<file path="src/rtl/dma_subsystem_if.sv">
// Bus bundle for the DMA subsystem: CPU port, IO port and the shared RAM port.
// slave = DMA engine side, master = surrounding system (CPU, IO device, RAM).
interface dma_subsystem_if #(
  parameter int SZ  = 8,
  parameter int WSZ = 8
);
  logic [SZ-1:0]  ram_addr;
  logic [WSZ-1:0] ram_wdata;
  logic [WSZ-1:0] ram_rdata;
  logic           ram_w_notr;

  logic           cpu_req;
  logic [SZ-1:0]  cpu_addr;
  logic           cpu_w_notr;
  logic [WSZ-1:0] cpu_wdata;
  logic [WSZ-1:0] cpu_rdata;
  logic           cpu_wait;
  logic           cpu_rx_interrupt;
  logic           cpu_tx_interrupt;

  logic           io_rx_interrupt;
  logic [WSZ-1:0] io_rdata;
  logic           io_rx_ack;
  logic           io_tx_interrupt;
  logic [WSZ-1:0] io_wdata;
  logic           io_w_notr;
  logic [SZ-1:0]  io_addr;

  modport slave (
    input  ram_rdata, cpu_req, cpu_addr, cpu_w_notr, cpu_wdata,
           io_rx_interrupt, io_rdata, io_tx_interrupt,
    output ram_addr, ram_wdata, ram_w_notr, cpu_rdata, cpu_wait,
           cpu_rx_interrupt, cpu_tx_interrupt, io_rx_ack, io_wdata,
           io_w_notr, io_addr
  );

  modport master (
    output ram_rdata, cpu_req, cpu_addr, cpu_w_notr, cpu_wdata,
           io_rx_interrupt, io_rdata, io_tx_interrupt,
    input  ram_addr, ram_wdata, ram_w_notr, cpu_rdata, cpu_wait,
           cpu_rx_interrupt, cpu_tx_interrupt, io_rx_ack, io_wdata,
           io_w_notr, io_addr
  );
endinterface

</file>
<file path="src/rtl/dma_subsystem.sv">
// Two-channel DMA engine (RX: IO->RAM, TX: RAM->IO) with a CPU register window
// at the top 8 addresses; owns the single RAM port with priority RX > TX > CPU.
module dma_subsystem #(
  parameter int SZ  = 8,
  parameter int WSZ = 8
) (
  input  logic            clk,
  input  logic            rst,
  dma_subsystem_if.slave  bus
);

  logic [SZ-1:0] rx_base, rx_len, rx_cnt, rx_cnt_nxt;
  logic [SZ-1:0] tx_base, tx_len, tx_cnt, tx_cnt_nxt;
  logic          rx_busy, rx_done, tx_busy, tx_done;

  logic          reg_sel, reg_wr, cpu_mem;
  logic [2:0]    reg_idx;
  logic [3:0]    ctrl;
  logic          rx_ready, tx_ready, rx_beat, tx_beat, cpu_grant;

  assign reg_sel = &bus.cpu_addr[SZ-1:3];
  assign reg_idx = bus.cpu_addr[2:0];
  assign reg_wr  = bus.cpu_req & bus.cpu_w_notr & reg_sel;
  assign ctrl    = (reg_wr && reg_idx == 3'd4) ? bus.cpu_wdata[3:0] : 4'b0000;

  // Beats and CPU RAM grants are suppressed while rst is high so a reset aborts at once.
  assign cpu_mem  = bus.cpu_req & ~reg_sel & ~rst;
  assign rx_ready = ~rst & rx_busy & bus.io_rx_interrupt & (rx_cnt != rx_len);
  assign tx_ready = ~rst & tx_busy & bus.io_tx_interrupt & (tx_cnt != tx_len);

  assign rx_beat   = rx_ready;
  assign tx_beat   = tx_ready & ~rx_ready;
  assign cpu_grant = cpu_mem & ~rx_ready & ~tx_ready;

  assign rx_cnt_nxt = rx_cnt + 1'b1;
  assign tx_cnt_nxt = tx_cnt + 1'b1;

  assign bus.cpu_wait         = cpu_mem & (rx_ready | tx_ready);
  assign bus.cpu_rx_interrupt = rx_done;
  assign bus.cpu_tx_interrupt = tx_done;
  assign bus.io_wdata         = tx_beat ? bus.ram_rdata : '0;

  always_comb begin
    bus.ram_addr   = '0;
    bus.ram_wdata  = '0;
    bus.ram_w_notr = 1'b0;
    bus.io_rx_ack  = 1'b0;
    bus.io_w_notr  = 1'b0;
    bus.io_addr    = '0;
    if (rx_beat) begin
      bus.ram_addr   = rx_base + rx_cnt;
      bus.ram_wdata  = bus.io_rdata;
      bus.ram_w_notr = 1'b1;
      bus.io_rx_ack  = 1'b1;
      bus.io_addr    = rx_cnt;
    end else if (tx_beat) begin
      bus.ram_addr  = tx_base + tx_cnt;
      bus.io_w_notr = 1'b1;
      bus.io_addr   = tx_cnt;
    end else if (cpu_grant) begin
      bus.ram_addr   = bus.cpu_addr;
      bus.ram_wdata  = bus.cpu_wdata;
      bus.ram_w_notr = bus.cpu_w_notr;
    end
  end

  always_comb begin
    bus.cpu_rdata = '0;
    if (bus.cpu_req && !bus.cpu_w_notr) begin
      if (reg_sel) begin
        case (reg_idx)
          3'd0:    bus.cpu_rdata = WSZ'(rx_base);
          3'd1:    bus.cpu_rdata = WSZ'(rx_len);
          3'd2:    bus.cpu_rdata = WSZ'(tx_base);
          3'd3:    bus.cpu_rdata = WSZ'(tx_len);
          3'd5:    bus.cpu_rdata = WSZ'({tx_done, rx_done, tx_busy, rx_busy});
          default: bus.cpu_rdata = '0;
        endcase
      end else if (cpu_grant) begin
        bus.cpu_rdata = bus.ram_rdata;
      end
    end
  end

  always_ff @(posedge clk) begin
    if (rst) begin
      rx_base <= '0;
      rx_len  <= '0;
      rx_cnt  <= '0;
      rx_busy <= 1'b0;
      rx_done <= 1'b0;
      tx_base <= '0;
      tx_len  <= '0;
      tx_cnt  <= '0;
      tx_busy <= 1'b0;
      tx_done <= 1'b0;
    end else begin
      if (reg_wr) begin
        case (reg_idx)
          3'd0:    rx_base <= SZ'(bus.cpu_wdata);
          3'd1:    rx_len  <= SZ'(bus.cpu_wdata);
          3'd2:    tx_base <= SZ'(bus.cpu_wdata);
          3'd3:    tx_len  <= SZ'(bus.cpu_wdata);
          default: ;
        endcase
      end

      // Clear is applied first so a completion in the same cycle overrides it.
      if (ctrl[2]) rx_done <= 1'b0;
      if (rx_beat) begin
        rx_cnt <= rx_cnt_nxt;
        if (rx_cnt_nxt == rx_len) begin
          rx_busy <= 1'b0;
          rx_done <= 1'b1;
        end
      end else if (rx_busy && rx_cnt == rx_len) begin
        rx_busy <= 1'b0;
        rx_done <= 1'b1;
      end else if (ctrl[0] && !rx_busy) begin
        rx_cnt <= '0;
        if (rx_len == '0) rx_done <= 1'b1;
        else              rx_busy <= 1'b1;
      end

      if (ctrl[3]) tx_done <= 1'b0;
      if (tx_beat) begin
        tx_cnt <= tx_cnt_nxt;
        if (tx_cnt_nxt == tx_len) begin
          tx_busy <= 1'b0;
          tx_done <= 1'b1;
        end
      end else if (tx_busy && tx_cnt == tx_len) begin
        tx_busy <= 1'b0;
        tx_done <= 1'b1;
      end else if (ctrl[1] && !tx_busy) begin
        tx_cnt <= '0;
        if (tx_len == '0) tx_done <= 1'b1;
        else              tx_busy <= 1'b1;
      end
    end
  end

endmodule

</file>
<file path="src/flat_wrapper.sv">
// flat-port wrapper written by rule: the top's interface ports become plain ports
module dma_subsystem_flat 
#(
  parameter int SZ  = 8,
  parameter int WSZ = 8
)
  (clk, rst, bus_ram_rdata, bus_cpu_req, bus_cpu_addr, bus_cpu_w_notr, bus_cpu_wdata, bus_io_rx_interrupt, bus_io_rdata, bus_io_tx_interrupt, bus_ram_addr, bus_ram_wdata, bus_ram_w_notr, bus_cpu_rdata, bus_cpu_wait, bus_cpu_rx_interrupt, bus_cpu_tx_interrupt, bus_io_rx_ack, bus_io_wdata, bus_io_w_notr, bus_io_addr);
  dma_subsystem_if #(.SZ(SZ), .WSZ(WSZ)) bus_i ();
  input  logic clk;
  input  logic rst;
  input wire logic [$bits(bus_i.ram_rdata)-1:0] bus_ram_rdata;
  input wire logic [$bits(bus_i.cpu_req)-1:0] bus_cpu_req;
  input wire logic [$bits(bus_i.cpu_addr)-1:0] bus_cpu_addr;
  input wire logic [$bits(bus_i.cpu_w_notr)-1:0] bus_cpu_w_notr;
  input wire logic [$bits(bus_i.cpu_wdata)-1:0] bus_cpu_wdata;
  input wire logic [$bits(bus_i.io_rx_interrupt)-1:0] bus_io_rx_interrupt;
  input wire logic [$bits(bus_i.io_rdata)-1:0] bus_io_rdata;
  input wire logic [$bits(bus_i.io_tx_interrupt)-1:0] bus_io_tx_interrupt;
  output wire logic [$bits(bus_i.ram_addr)-1:0] bus_ram_addr;
  output wire logic [$bits(bus_i.ram_wdata)-1:0] bus_ram_wdata;
  output wire logic [$bits(bus_i.ram_w_notr)-1:0] bus_ram_w_notr;
  output wire logic [$bits(bus_i.cpu_rdata)-1:0] bus_cpu_rdata;
  output wire logic [$bits(bus_i.cpu_wait)-1:0] bus_cpu_wait;
  output wire logic [$bits(bus_i.cpu_rx_interrupt)-1:0] bus_cpu_rx_interrupt;
  output wire logic [$bits(bus_i.cpu_tx_interrupt)-1:0] bus_cpu_tx_interrupt;
  output wire logic [$bits(bus_i.io_rx_ack)-1:0] bus_io_rx_ack;
  output wire logic [$bits(bus_i.io_wdata)-1:0] bus_io_wdata;
  output wire logic [$bits(bus_i.io_w_notr)-1:0] bus_io_w_notr;
  output wire logic [$bits(bus_i.io_addr)-1:0] bus_io_addr;
  assign bus_i.ram_rdata = bus_ram_rdata;
  assign bus_i.cpu_req = bus_cpu_req;
  assign bus_i.cpu_addr = bus_cpu_addr;
  assign bus_i.cpu_w_notr = bus_cpu_w_notr;
  assign bus_i.cpu_wdata = bus_cpu_wdata;
  assign bus_i.io_rx_interrupt = bus_io_rx_interrupt;
  assign bus_i.io_rdata = bus_io_rdata;
  assign bus_i.io_tx_interrupt = bus_io_tx_interrupt;
  assign bus_ram_addr = bus_i.ram_addr;
  assign bus_ram_wdata = bus_i.ram_wdata;
  assign bus_ram_w_notr = bus_i.ram_w_notr;
  assign bus_cpu_rdata = bus_i.cpu_rdata;
  assign bus_cpu_wait = bus_i.cpu_wait;
  assign bus_cpu_rx_interrupt = bus_i.cpu_rx_interrupt;
  assign bus_cpu_tx_interrupt = bus_i.cpu_tx_interrupt;
  assign bus_io_rx_ack = bus_i.io_rx_ack;
  assign bus_io_wdata = bus_i.io_wdata;
  assign bus_io_w_notr = bus_i.io_w_notr;
  assign bus_io_addr = bus_i.io_addr;
  dma_subsystem #(.SZ(SZ), .WSZ(WSZ)) u_core (.clk(clk), .rst(rst), .bus(bus_i));
endmodule
</file>
<file path="config.mk">
export PLATFORM = sky130hd
export DESIGN_NAME = dma_subsystem_flat
export DESIGN_NICKNAME = d
export VERILOG_FILES = /design/src/rtl/dma_subsystem_if.sv /design/src/rtl/dma_subsystem.sv /design/src/flat_wrapper.sv
export SDC_FILE = /design/constraint.sdc
export NUM_CORES = 1
export LEC_CHECK = 0
export ABC_AREA = 1
export BUFFER_PORTS_ARGS = -buffer_cell sky130_fd_sc_hd__buf_2
export CAP_MARGIN = 20
export CORE_MARGIN = 4
export CORE_UTILIZATION = 60
export CTS_CLUSTER_DIAMETER = 150
export CTS_CLUSTER_SIZE = 12
export DETAILED_ROUTE_END_ITERATION = 7
export PLACE_DENSITY = 0.89
export SLEW_MARGIN = 25
export SYNTH_ARGS = -nofsm -noshare
export SYNTH_HDL_FRONTEND = slang
export SYNTH_SLANG_ARGS = --single-unit
</file>
<file path="constraint.sdc">
create_clock -name clk -period 4.6 [get_ports clk]
set_input_delay 0.46 -clock clk [delete_from_list [all_inputs] [get_ports clk]]
set_output_delay 0.46 -clock clk [all_outputs]
set_load 0.05 [all_outputs]
</file>
Word level (Yosys, flattened, before mapping):

Index checks and enable logic that the tools add are counted.

* bits of input ports: 38
* word-level logic and storage cells: 123
* register bits after elaboration: 52

* mux-type cells: 48
* bitwise logic cells: 19
* equal/unequal tests: 17
* reduce and logical (&&, ||, !) cells: 25
* add/sub/neg operators: 4

Operators with widths (number)
* $mux 8: 18
* $pmux 8 s5: 1
* $eq 8x8->1: 4
* $mux 1: 28
* $add 8x1->8 const B: 2
* $add 8x8->8: 2
* $logic_not 8->1: 2
* $ne 8x8->1: 2
* $and 1x1->1: 14
* $reduce_and 2->1: 6
* $eq 3x2->1 const B: 2
* $eq 3x3->1 const B: 2
* $logic_and 1x1->1: 6
* $ne 3x1->1 const B: 2
* $reduce_and 3->1: 2
* $reduce_bool 3->1: 2
* $reduce_and 5->1: 1
* $mux 4: 1
* $ne 2x1->1 const B: 2
* $ne 2x2->1 const B: 2
* $not 1->1: 4
* $reduce_bool 2->1: 2
* $eq 3x1->1 const B: 1
* $logic_not 1->1: 3
* other kinds (2): 2

Depth between registers and ports, before layout:

* depth in word-level cells: 10
* mapped depth: 13

Worst setup path before layout:

OpenSTA, ideal clock, no wires.

* kind: input -> output
* from: in rst
* to: out bus_ram_w_notr
* stages: 9
* arrival time: 2.423 ns
* path buffers: 1
* path slack: 1.717 ns
* cell sequence: buf_2 inv_1 nand3_1 inv_1 nand2_4 nand2_2 nor2_4 inv_1 o21ai_0

* word-level cells in the longest chain between the ends: 10
* elaborated cells between the ends (all ways): 16
* classes of those cells: mux (3); bitwise (13)

RTL lines
* start: declaration: RTL line flat_wrapper.sv:10 `input logic rst;`
* $not 1->1 *: RTL line dma_subsystem.sv:27, dma_subsystem.sv:28, dma_subsystem.sv:29
* $and 1x1->1 (3 in a row): RTL line dma_subsystem.sv:28 `assign rx_ready = ~rst & rx_busy & bus.io_rx_interrupt & (rx_cnt != rx_len);`
* $not 1->1: RTL line dma_subsystem.sv:32, dma_subsystem.sv:33
* $and 1x1->1 (2 in a row): RTL line dma_subsystem.sv:33 `assign cpu_grant = cpu_mem & ~rx_ready & ~tx_ready;`
* $mux 1: RTL line dma_subsystem.sv:60 `end else if (cpu_grant) begin`
* $mux 1: RTL line dma_subsystem.sv:56 `end else if (tx_beat) begin`
* $mux 1 *: RTL line dma_subsystem.sv:50 `if (rx_beat) begin`
* end: declaration: RTL line flat_wrapper.sv:21 `output wire logic [$bits(bus_i.ram_w_notr)-1:0] bus_ram_w_notr;`

Mark *: on every way between the ends. The rest lies on a longest branch, timed or not.

Worst setup path after layout:

* from: reg u_core.rx_cnt[2]
* to: out bus_ram_addr[1]

* word-level cells in the longest chain between the ends: 8
* elaborated cells between the ends (all ways): 9
* classes of those cells: eq/ne (1); mux (3); bitwise (5)

RTL lines
* start: declaration: RTL line dma_subsystem.sv:12 `logic [SZ-1:0] rx_base, rx_len, rx_cnt, rx_cnt_nxt;`
* start signal: assignment: RTL line dma_subsystem.sv:111 `rx_cnt <= rx_cnt_nxt;`
* $ne 8x8->1 *: RTL line dma_subsystem.sv:28
* $and 1x1->1 *: RTL line dma_subsystem.sv:28
* $not 1->1: RTL line dma_subsystem.sv:32, dma_subsystem.sv:33
* $and 1x1->1 (2 in a row): RTL line dma_subsystem.sv:33
* $mux 8: RTL line dma_subsystem.sv:60
* $mux 8: RTL line dma_subsystem.sv:56
* $mux 8 *: RTL line dma_subsystem.sv:50
* end: declaration: RTL line flat_wrapper.sv:19 `output wire logic [$bits(bus_i.ram_addr)-1:0] bus_ram_addr;`

Marked as above.

==> flow_summary.json <==
{
  "grt_use_total": 0.3334,
  "overflow": 0,
  "die_width_um": 91.83,
  "num_io_pins": 84,
  "dieArea_um2": 8433,
  "worst_pin_slew_ps": 995.7,
  "antenna_found_initial": 0,
  "drive_gt1_frac": 0.1511,
  "grt_pass1_wl_um": 22680,
  "ctsRootBufferMaster": "clkbuf_8",
  "drtPass1Iterations": 6,
  "syn_avg_cell_area_um2": 6.183,
  "seq_area_um2": 1041,
  "dp.cells": 839,
  "cts.sinks": 52,
  "rrSetupSlack_ps": 2310,
  "synth_compound_area_frac": 0.1780,
  "combPwrFrac": 0.130,
  "slew_headroom": 0.3326,
  "setup_tns_ps": 0,
  "netSwitchingFraction": 0.2838,
  "grt_pass1_vias": 4718,
  "core_area_um2": 6794,
  "grt_max_degree": 27,
  "multi_input_area_um2": 2701,
  "worst_clock_skew_ps": 4.111,
  "arrival_ps": 2800,
  "netlist_instances": 682,
  "timing.rr.end": "u_core.tx_cnt[2]$_SDFFE_PP0P_",
  "wl_um": 14250,
  "final_common_cell": "nand2_1",
  "n_fill_cell": 593,
  "fp.dieH_um": 91.83,
  "ir_drop_mv": 0.09463,
  "dpl_worst_slack_ps": 1622,
  "switching_power_mw": 0.2281,
  "viasPerCell": 5.914,
  "setup_violations": 0,
  "fin_area_um2": 4700,
  "dpl-instance-area_um2": 4631,
  "crit_required_ps": 4140,
  "synth_top_family_by_area": "simple AND/OR/NAND/NOR gates",
  "synth-edff-count": 0,
  "layout.cells.non_filler": 844,
  "portBuffers": 83,
  "route.detailed.drc": 0,
  "path_max_fanout": 21,
  "timing.hold.ws_ps": 502.1,
  "syn_area_um2": 4217,
  "drtIter0Drc": 620,
  "holdCritPathClass": "flop to flop",
  "hp-start": "u_core.tx_base[0]$_SDFFE_PP0P_",
  "vias": 4991,
  "fp-row-count": 30,
  "maxCapViolCount": 0,
  "cts_buffer_depth": 2,
  "hold_violations": 0,
  "ys_seq_elements": 52,
  "antenna_left": 0,
  "ys_warn_count": 0,
  "clkLatencyLatePin_ps": 300,
  "r2r_start": "u_core.rx_cnt[2]$_SDFFE_PP0P_",
  "area_delta_synth_final_pct": 11.45,
  "rsz0062_at_grt": "no",
  "syn_nets": 738,
  "diodes": 0,
  "fin_ws_ps": 1338,
  "start_kind": "flop",
  "cts_tree": "built",
  "yosys-mux-area-fraction": 0,
  "outcome": "finished clean",
  "critPathKind": "flop to output pin",
  "synth_simple_gate_area_frac": 0.3371,
  "power.share.sequential": 0.561,
  "dp_hpwl_um": 11030,
  "synth_cell_type_count": 35,
  "post-route-util": 0.6917,
  "power.leakage_nw": 2.312,
  "holdBufCountCts": 0,
  "path_clk_slew_ps": 90,
  "crit_start": "u_core.rx_cnt[2]$_SDFFE_PP0P_",
  "max_freq_mhz": 306.5,
  "crit_end": "bus_ram_addr[1]",
  "synth-xor-area-share": 0.06855,
  "p_per_area_nw_per_um2": 171.0,
  "power.total_mw": 0.8036,
  "place_congestion": 1.066,
  "final_cell_mix": "nand2_1, inv_1, buf_2, a21oi_1, nand3_1",
  "p_int_mw": 0.5755,
  "reg2reg_depth": 9,
  "timing.final.crit_period_ps": 3262,
  "ys_seq_area_frac": 0.2469,
  "synth_flop_cell": "dfxtp_1",
  "worst_setup_path_end_kind": "output pin",
  "cts_setup_buffers": 0,
  "wl_per_cell_um": 16.89,
  "nets": 806,
  "pwr-share-clk": 0.310,
  "initial_core_util": 0.6206,
  "cts_buffers": 5,
  "timing.final.max_slew_violations": 0,
  "ys_async_sr_fraction": 0,
  "cts_resized": 0,
  "htreeDepth": 2,
  "yosys.area_share.adder": 0.05697,
  "finalCritPeriodShare": 0.7092
}
==> cell type report <==
type | count | share of cell area
Clock buffer | 5 | 0.01464
Timing Repair Buffer | 86 | 0.09318
Inverter | 88 | 0.07029
Multi-Input combinational cell | 517 | 0.5748
Tap cell | 96 | 0.02556
Sequential cell | 52 | 0.2215
==> registers in the layout (all words and copies together), names as in the netlist <==
register                     count
u_core.tx_len                    8
u_core.rx_base                   8
u_core.bus.cpu_tx_interrupt      1
u_core.tx_base                   8
u_core.rx_len                    8
u_core.rx_cnt                    8
u_core.bus.cpu_rx_interrupt      1
u_core.rx_busy                   1
u_core.tx_busy                   1
u_core.tx_cnt                    8
==> worst max-delay path, cell delays in order, from the launching register on <==
cell and delay, ps:
dfxtp_1 610, nand2_1 100, nand2_1 90, nand3_1 110, nor2_4 180, nand2_2 80, nand2_4 180, nand2_2 90
nor2_4 400, nand2_1 180, o211ai_1 150, buf_2 310
==> routing by layer <==
metal	global-route usage	vias up	part of all wire
met5	0	-	0
met4	0.1795	0	0.058
met3	0.05824	63	0.11
met2	0.5253	378	0.44
met1	0.4331	2210	0.39
li1	-	2340	-
==> power groups by stage <==
stage | Combinational (mW) | Clock (mW) | Sequential [mW]
floorplan | 0.0608 | 0 | 0.461
global placement | 0.0998 | 0 | 0.461
detailed placement | 0.101 | 0 | 0.461
CTS | 0.102 | 0.247 | 0.450
global route | 0.110 | 0.269 | 0.451
finish | 0.104 | 0.249 | 0.450
==> kinds of logic (layout without fill, tap and decap cells) <==
family,after synthesis,after routing
and+or+nand+nor,330,330
AOI/OAI and AO/OA,136,136
buffers and inverters,113,179
DFF,52,52
xor gates and xnor gates,33,33
adders and majority gates,18,18
==> how the worst min path moves through the flow <==
| stage | cells after the start | slack (ps) | end |
|---|---|---|---|
| 3_5_place_dp | 2 | 480 | u_core.rx_base[0]$_SDFFE_PP0P_ |
| 2_1_floorplan | 2 | 460 | u_core.rx_base[5]$_SDFFE_PP0P_ |
| 3_3_place_gp | 2 | 470 | u_core.tx_base[0]$_SDFFE_PP0P_ |
| 6_report | 2 | 500 | u_core.tx_base[0]$_SDFFE_PP0P_ |
| 5_1_grt | 3 | 490 | u_core.rx_base[7]$_SDFFE_PP0P_ |
| 4_1_cts | 2 | 490 | u_core.tx_base[0]$_SDFFE_PP0P_ |
==> synthesized netlist by cell type (2+ instances only) <==
cell | n | area [um^2]
nand2_1 | 196 | 735.7
inv_1 | 84 | 315.3
a21oi_1 | 71 | 355.3
nand3_1 | 56 | 280.3
dfxtp_1 | 52 | 1041
nor2_1 | 45 | 168.9
o21ai_0 | 41 | 205.2
xor2_1 | 22 | 192.7
ha_1 | 16 | 200.2
buf_2 | 13 | 65.06
nand4_1 | 11 | 68.82
xnor2_1 | 11 | 96.34
o22ai_1 | 7 | 43.79
clkbuf_1 | 6 | 22.52
o2111ai_1 | 6 | 52.55
o211ai_1 | 5 | 37.54
inv_2 | 4 | 15.01
nor2_4 | 4 | 45.04
or2_2 | 4 | 25.02
buf_4 | 3 | 22.52
buf_6 | 3 | 33.78
nand2_2 | 3 | 18.77
nor3_1 | 3 | 15.01
a22oi_1 | 2 | 15.01
fa_1 | 2 | 40.04
nor2_2 | 2 | 12.51
nor3_2 | 2 | 20.02
No activity file was read; power rests on OpenSTA's default activity.
